$ cat config.mk
export PLATFORM = sky130hd
export DESIGN_NAME = std_mem_d1_streamer
export DESIGN_NICKNAME = d
export VERILOG_FILES = /design/src/rtl/std_mem_stream_pkg.sv /design/src/rtl/std_wrap_counter.sv /design/src/rtl/std_mem_d1_streamer.sv
export SDC_FILE = /design/constraint.sdc
export NUM_CORES = 1
export LEC_CHECK = 0
export CORE_MARGIN = 8
export CORE_UTILIZATION = 40
export CTS_CLUSTER_DIAMETER = 40
export DETAILED_ROUTE_END_ITERATION = 8
export GPL_ROUTABILITY_DRIVEN = 0
export GPL_TIMING_DRIVEN = 0
export PLACE_DENSITY_LB_ADDON = 0.15
export REMOVE_ABC_BUFFERS = 1
export SYNTH_ARGS = -nofsm -noshare
export SYNTH_HDL_FRONTEND = slang
export SYNTH_HIERARCHICAL = 1
export SYNTH_SLANG_ARGS = --single-unit
$ cat constraint.sdc
create_clock -name clk -period 2.23 [get_ports clk]
set_input_delay 0.669 -clock clk [delete_from_list [all_inputs] [get_ports clk]]
set_output_delay 0.669 -clock clk [all_outputs]
set_load 0.01 [all_outputs]
$ cat src/rtl/std_mem_stream_pkg.sv
// Shared types for the std_mem_d1 read streamer.
// Contents:
//   stream_state_e : controller state (IDLE, STREAM, DONE)
package std_mem_stream_pkg;

  typedef enum logic [1:0] {
    IDLE   = 2'd0,
    STREAM = 2'd1,
    DONE   = 2'd2
  } stream_state_e;

endpackage

$ cat src/rtl/std_wrap_counter.sv
// Address register that counts modulo SIZE.
// Ports:
//   clk, reset : clock, asynchronous active-high reset (count -> 0)
//   load       : load count with load_val (wins over inc)
//   load_val   : value to load
//   inc        : advance count by one, wrapping from SIZE-1 to 0
//   count      : current address
module std_wrap_counter #(
  parameter int IDX_SIZE = 4,
  parameter int SIZE     = 16
) (
  input  logic                clk,
  input  logic                reset,
  input  logic                load,
  input  logic [IDX_SIZE-1:0] load_val,
  input  logic                inc,
  output logic [IDX_SIZE-1:0] count
);

  // Explicit compare against SIZE-1 so non-power-of-two sizes wrap correctly.
  localparam logic [IDX_SIZE-1:0] LAST = IDX_SIZE'(SIZE - 1);

  always_ff @(posedge clk or posedge reset) begin
    if (reset) begin
      count <= '0;
    end else if (load) begin
      count <= load_val;
    end else if (inc) begin
      count <= (count == LAST) ? '0 : count + IDX_SIZE'(1);
    end
  end

endmodule

$ cat src/rtl/std_mem_d1_streamer.sv
// Read-side initiator for a std_mem_d1 memory: on go, walks a wrapping
// address range and emits each word on a valid/ready stream, then pulses done.
// Ports:
//   clk, reset    : clock, asynchronous active-high reset
//   go            : start request, sampled only in IDLE
//   start_addr    : first address, sampled with go (must be < SIZE)
//   len           : word count, sampled with go, clamped to SIZE
//   mem_addr0     : address to the memory (combinational read)
//   mem_read_data : read data from the memory
//   out_data      : stream payload
//   out_valid     : payload valid
//   out_ready     : consumer ready
//   busy          : high in STREAM and DONE
//   done          : one-cycle completion pulse
//   dbg_state     : current controller state
//
// Stream handshake: a word transfers on every rising edge where
// out_valid && out_ready. Once out_valid is high, out_data and out_valid stay
// stable until that transfer; out_valid never depends on out_ready.
module std_mem_d1_streamer
  import std_mem_stream_pkg::*;
#(
  parameter int WIDTH    = 32,
  parameter int SIZE     = 16,
  parameter int IDX_SIZE = 4
) (
  input  logic                clk,
  input  logic                reset,
  input  logic                go,
  input  logic [IDX_SIZE-1:0] start_addr,
  input  logic [IDX_SIZE:0]   len,
  output logic [IDX_SIZE-1:0] mem_addr0,
  input  logic [WIDTH-1:0]    mem_read_data,
  output logic [WIDTH-1:0]    out_data,
  output logic                out_valid,
  input  logic                out_ready,
  output logic                busy,
  output logic                done,
  output stream_state_e       dbg_state
);

  localparam logic [IDX_SIZE:0] SIZE_W = (IDX_SIZE + 1)'(SIZE);

  stream_state_e       state;
  logic [IDX_SIZE:0]   remaining;
  logic [IDX_SIZE:0]   len_clamped;
  logic                start;
  logic                load;
  logic                hs;

  assign len_clamped = (len > SIZE_W) ? SIZE_W : len;
  assign start       = (state == IDLE) && go;
  // Load whenever a word is left and the holding register is empty or
  // draining this cycle; this keeps one word per cycle under ready=1.
  assign load        = (state == STREAM) && (remaining != '0) &&
                       (!out_valid || out_ready);
  assign hs          = out_valid && out_ready;

  std_wrap_counter #(
    .IDX_SIZE(IDX_SIZE),
    .SIZE    (SIZE)
  ) u_addr (
    .clk     (clk),
    .reset   (reset),
    .load    (start),
    .load_val(start_addr),
    .inc     (load),
    .count   (mem_addr0)
  );

  always_ff @(posedge clk or posedge reset) begin
    if (reset) begin
      state     <= IDLE;
      out_data  <= '0;
      out_valid <= 1'b0;
      done      <= 1'b0;
      remaining <= '0;
    end else begin
      case (state)
        IDLE: begin
          done <= 1'b0;
          if (go) begin
            remaining <= len_clamped;
            state     <= STREAM;
          end
        end
        STREAM: begin
          if (load) begin
            out_data  <= mem_read_data;
            out_valid <= 1'b1;
            remaining <= remaining - (IDX_SIZE + 1)'(1);
          end else if (hs) begin
            out_valid <= 1'b0;
          end
          // Finish once nothing is left to load and the last word is gone.
          if ((remaining == '0) && (!out_valid || hs)) begin
            state <= DONE;
            done  <= 1'b1;
          end
        end
        DONE: begin
          done  <= 1'b0;
          state <= IDLE;
        end
        default: begin
          done  <= 1'b0;
          state <= IDLE;
        end
      endcase
    end
  end

  assign busy      = (state != IDLE);
  assign dbg_state = state;

endmodule

==> reports/results.tsv <==
stage	metric	value	unit
floorplanning	Die H	87.63	µm
yosys	post-synth top area cell	dfrtp_1	
placed_design	Placed Area	3004	µm²
global_routing	Global Route Usage Sum	13.00	%
clock_tree	post_cts resized	0	
drt	total wire length	4763	µm
yosys	post-synthesis register bit count	45	
sta	Max Freq	468.5	MHz
yosys	async set-reset flop share out of synthesis	100.0	%
worst_setup_path	CP Class	reg2out	
layout	antenna cell count	0	
clock_tree	clock latency on the worst-skew pair	0.28	ns
floorplanning	core area	5042	µm²
floorplanning	Starting Density	40.69	%
drt	Vias per Instance	4.679	
clock_tree	Clock Sink Count	45	
drt	Via Count	1441	
pwr	sw power	1.475	mW
pwr	Static Leak	1.352	nW
global_routing	largest net degree at the start of global routing	42	
worst_setup_path	critical path's slowest cell	clkdlybuf4s50_1	
worst_setup_path	WP data arrival	1.47	ns
pwr	VDD IR max	0.6360	mV
sta	WHS	0.5083	ns
global_routing	initial antenna violation count	0	
layout	number of nets in the layout	285	
yosys	synth warn	6	
drt	drt pass-1 iters	4	
clock_tree	Setup Buffers After CTS	1	
yosys	cell count after synthesis	148	
pwr	Final Power	4.495	mW
yosys	dominant synthesized flop cell	dfrtp_1	
clock_tree	TritonCTS Buffers	5	
clock_tree	Max H-tree Level	2	
placed_design	Port Buf Inserts	85	
worst_setup_path	Req. time, crit path	1.56	ns
sta	final slew viol count	0	
worst_setup_path	crit-path leading delay family	buffers and inverters	
outcome	status	finished clean	
global_routing	vias in the first global route	1509	
worst_setup_path	critical-path cell list	or2_2 -> clkdlybuf4s50_1	
pwr	combinational share of power	55.3	%
pwr	clock network power share	11.0	%
worst_setup_path	CP Capture Type	output port	
clock_tree	CTS max path bufs	2	
yosys	EDFF count, synth	0	
layout	design area	3098	µm²
yosys	synth cell count leaders	dfrtp_1, mux2_4, a21oi_1	
worst_setup_path	nature of the critical path startpoint	register	
drt	Routed Antenna Nets	0	
placed_design	post-DP HPWL	3588	µm
worst_setup_path	Critical Path Max Stage Delay	0.48	ns
yosys	dominant cells by area after synthesis	dfrtp_1, mux2_4, a21oi_1	
yosys	Avg Cell Area, Syn	13.86	µm²
clock_tree	clock transition at the registers of the reported paths	0.08	ns
sta	final count of negative-setup-slack endpoints	0	
sta	Setup Skew	0.007940	ns
run	max-cap violation count	0	
clock_tree	Hold-fix buffers, CTS	0	
pwr	Internal	3.020	mW
pwr	P per Cell Area	1451	nW/µm²
layout	final core occ	61.44	%
floorplanning	Total Die Area	7678	µm²
worst_setup_path	crit path buf inv count	1	
yosys	post-synth top area share	54.88	%
global_routing	grt ovf	0	
min_path	min-delay worst type	reg2reg	
drt	Wirelength per Cell	15.46	µm
floorplanning	Die Wd	87.63	µm
worst_setup_path	Max Fanout on Critical Path	5	
floorplanning	row cnt	26	
drt	Initial DRC Count	51	
sta	period utilisation layout	95.71	%
layout	share of cells above drive strength 1	20.17	%
clock_tree	CTS Root Cell	clkbuf_8	
sta	Worst Max-Slew Pin Slew	0.8271	ns
yosys	Netlist Area Pre-Place	2052	µm²
yosys	count leader, synth	dfrtp_1	
yosys	sequential area share after synthesis	54.88	%
sta	crit path time final	2.134	ns
drt	Residual DRC	0	
layout	filler instances	420	
clock_tree	CTS tree	yes	
sta	final hold violation count	0	
sta	RSZ-0062 raised after global routing	false	
floorplanning	num ports	86	
pwr	Sw Share	32.81	%
yosys	Yosys cell types	32	
pwr	sequential share of power	33.8	%
sta	Slew Limit Headroom	44.78	%
layout	P&R area growth vs syn	50.98	%
global_routing	first-pass GRT wire length	7700	µm
## placed cells by master (no fill, tap or decap), types with 3 or more instances in the layout
master | synthesis | layout
nor2_1 | 7 | 7
a21oi_1 | 12 | 12
clkbuf_8 | 0 | 6
clkdlybuf4s50_1 | 0 | 85
mux2_4 | 29 | 29
mux2_2 | 3 | 3
dfrtp_1 | 45 | 45
nand2b_1 | 3 | 3
nor2b_1 | 5 | 5
o21ai_0 | 4 | 4
nand2_1 | 7 | 7
inv_1 | 6 | 5
## final timing paths
| kind | from | to | slack [ns] | depth (start not counted) |
|---|---|---|---|---|
| hold / removal | out_data[28] | out_data[28] | 0.51 | 1 |
| max in group asynchronous | reset | out_data[24] | 0.81 | 2 |
| setup reg to reg | remaining[0] | out_data[22] | 0.23 | 7 |
| min in group asynchronous | reset | u_addr/count[3] | 0.61 | 2 |
| hold reg to reg | out_data[28] | out_data[28] | 0.51 | 1 |
| setup / recovery | dbg_state[1] | busy | 0.1 | 2 |
## cell families after synthesis
logic type,count (synthesis),share of synthesized area (%)
xor gates and xnor gates,1,0.4269
DFF,45,54.88
and+or+nand+nor,31,9.147
AOI/OAI and AO/OA,23,7.196
muxes,34,23.84
buffers and inverters,12,3.292
adders and majority gates,2,1.219
## per-stage QoR
step           cells  setup WS [ns]  TNS [ns]
3_5_place_dp     300        -0.5388    -12.85
3_3_place_gp     298         -1.402    -59.96
2_1_floorplan    143        -0.4721    -13.55
6_report         308        0.09556         0
5_1_grt          308        0.05141         0
4_1_cts          308        0.07689         0
## power groups by stage
stage / Sequential [mW] / Clock [mW] / Combinational, mW
after CTS: 1.52 / 0.515 / 2.52
after global routing: 1.57 / 0.547 / 2.67
final: 1.52 / 0.493 / 2.49
after global placement: 1.52 / 0 / 2.38
after floorplan: 1.67 / 0 / 1.19
after detailed placement: 1.52 / 0 / 2.50
## area by class of cell
cell class | count | area (µm²) | area share, %
Sequential cell | 45 | 1126 | 36.35
Timing Repair Buffer | 88 | 913.4 | 29.48
Multi-Input combinational cell | 91 | 858.3 | 27.71
Tap cell | 70 | 87.58 | 2.827
Clock buffer | 7 | 86.33 | 2.787
Inverter | 7 | 26.28 | 0.8481
## sequential cells by signal (all words and copies together) (netlist names)
signal and count:
out_data 32, remaining 5, u_addr/count 4, dbg_state 2, done 1, out_valid 1
## per-layer routing
layer	global-route usage (%)	wire length [µm]
met5	0	0
met2	18.32	2010
met3	7.692	604
met1	16.25	2102
met4	3.750	46
Note: power is estimated with default switching activity, not from simulation.
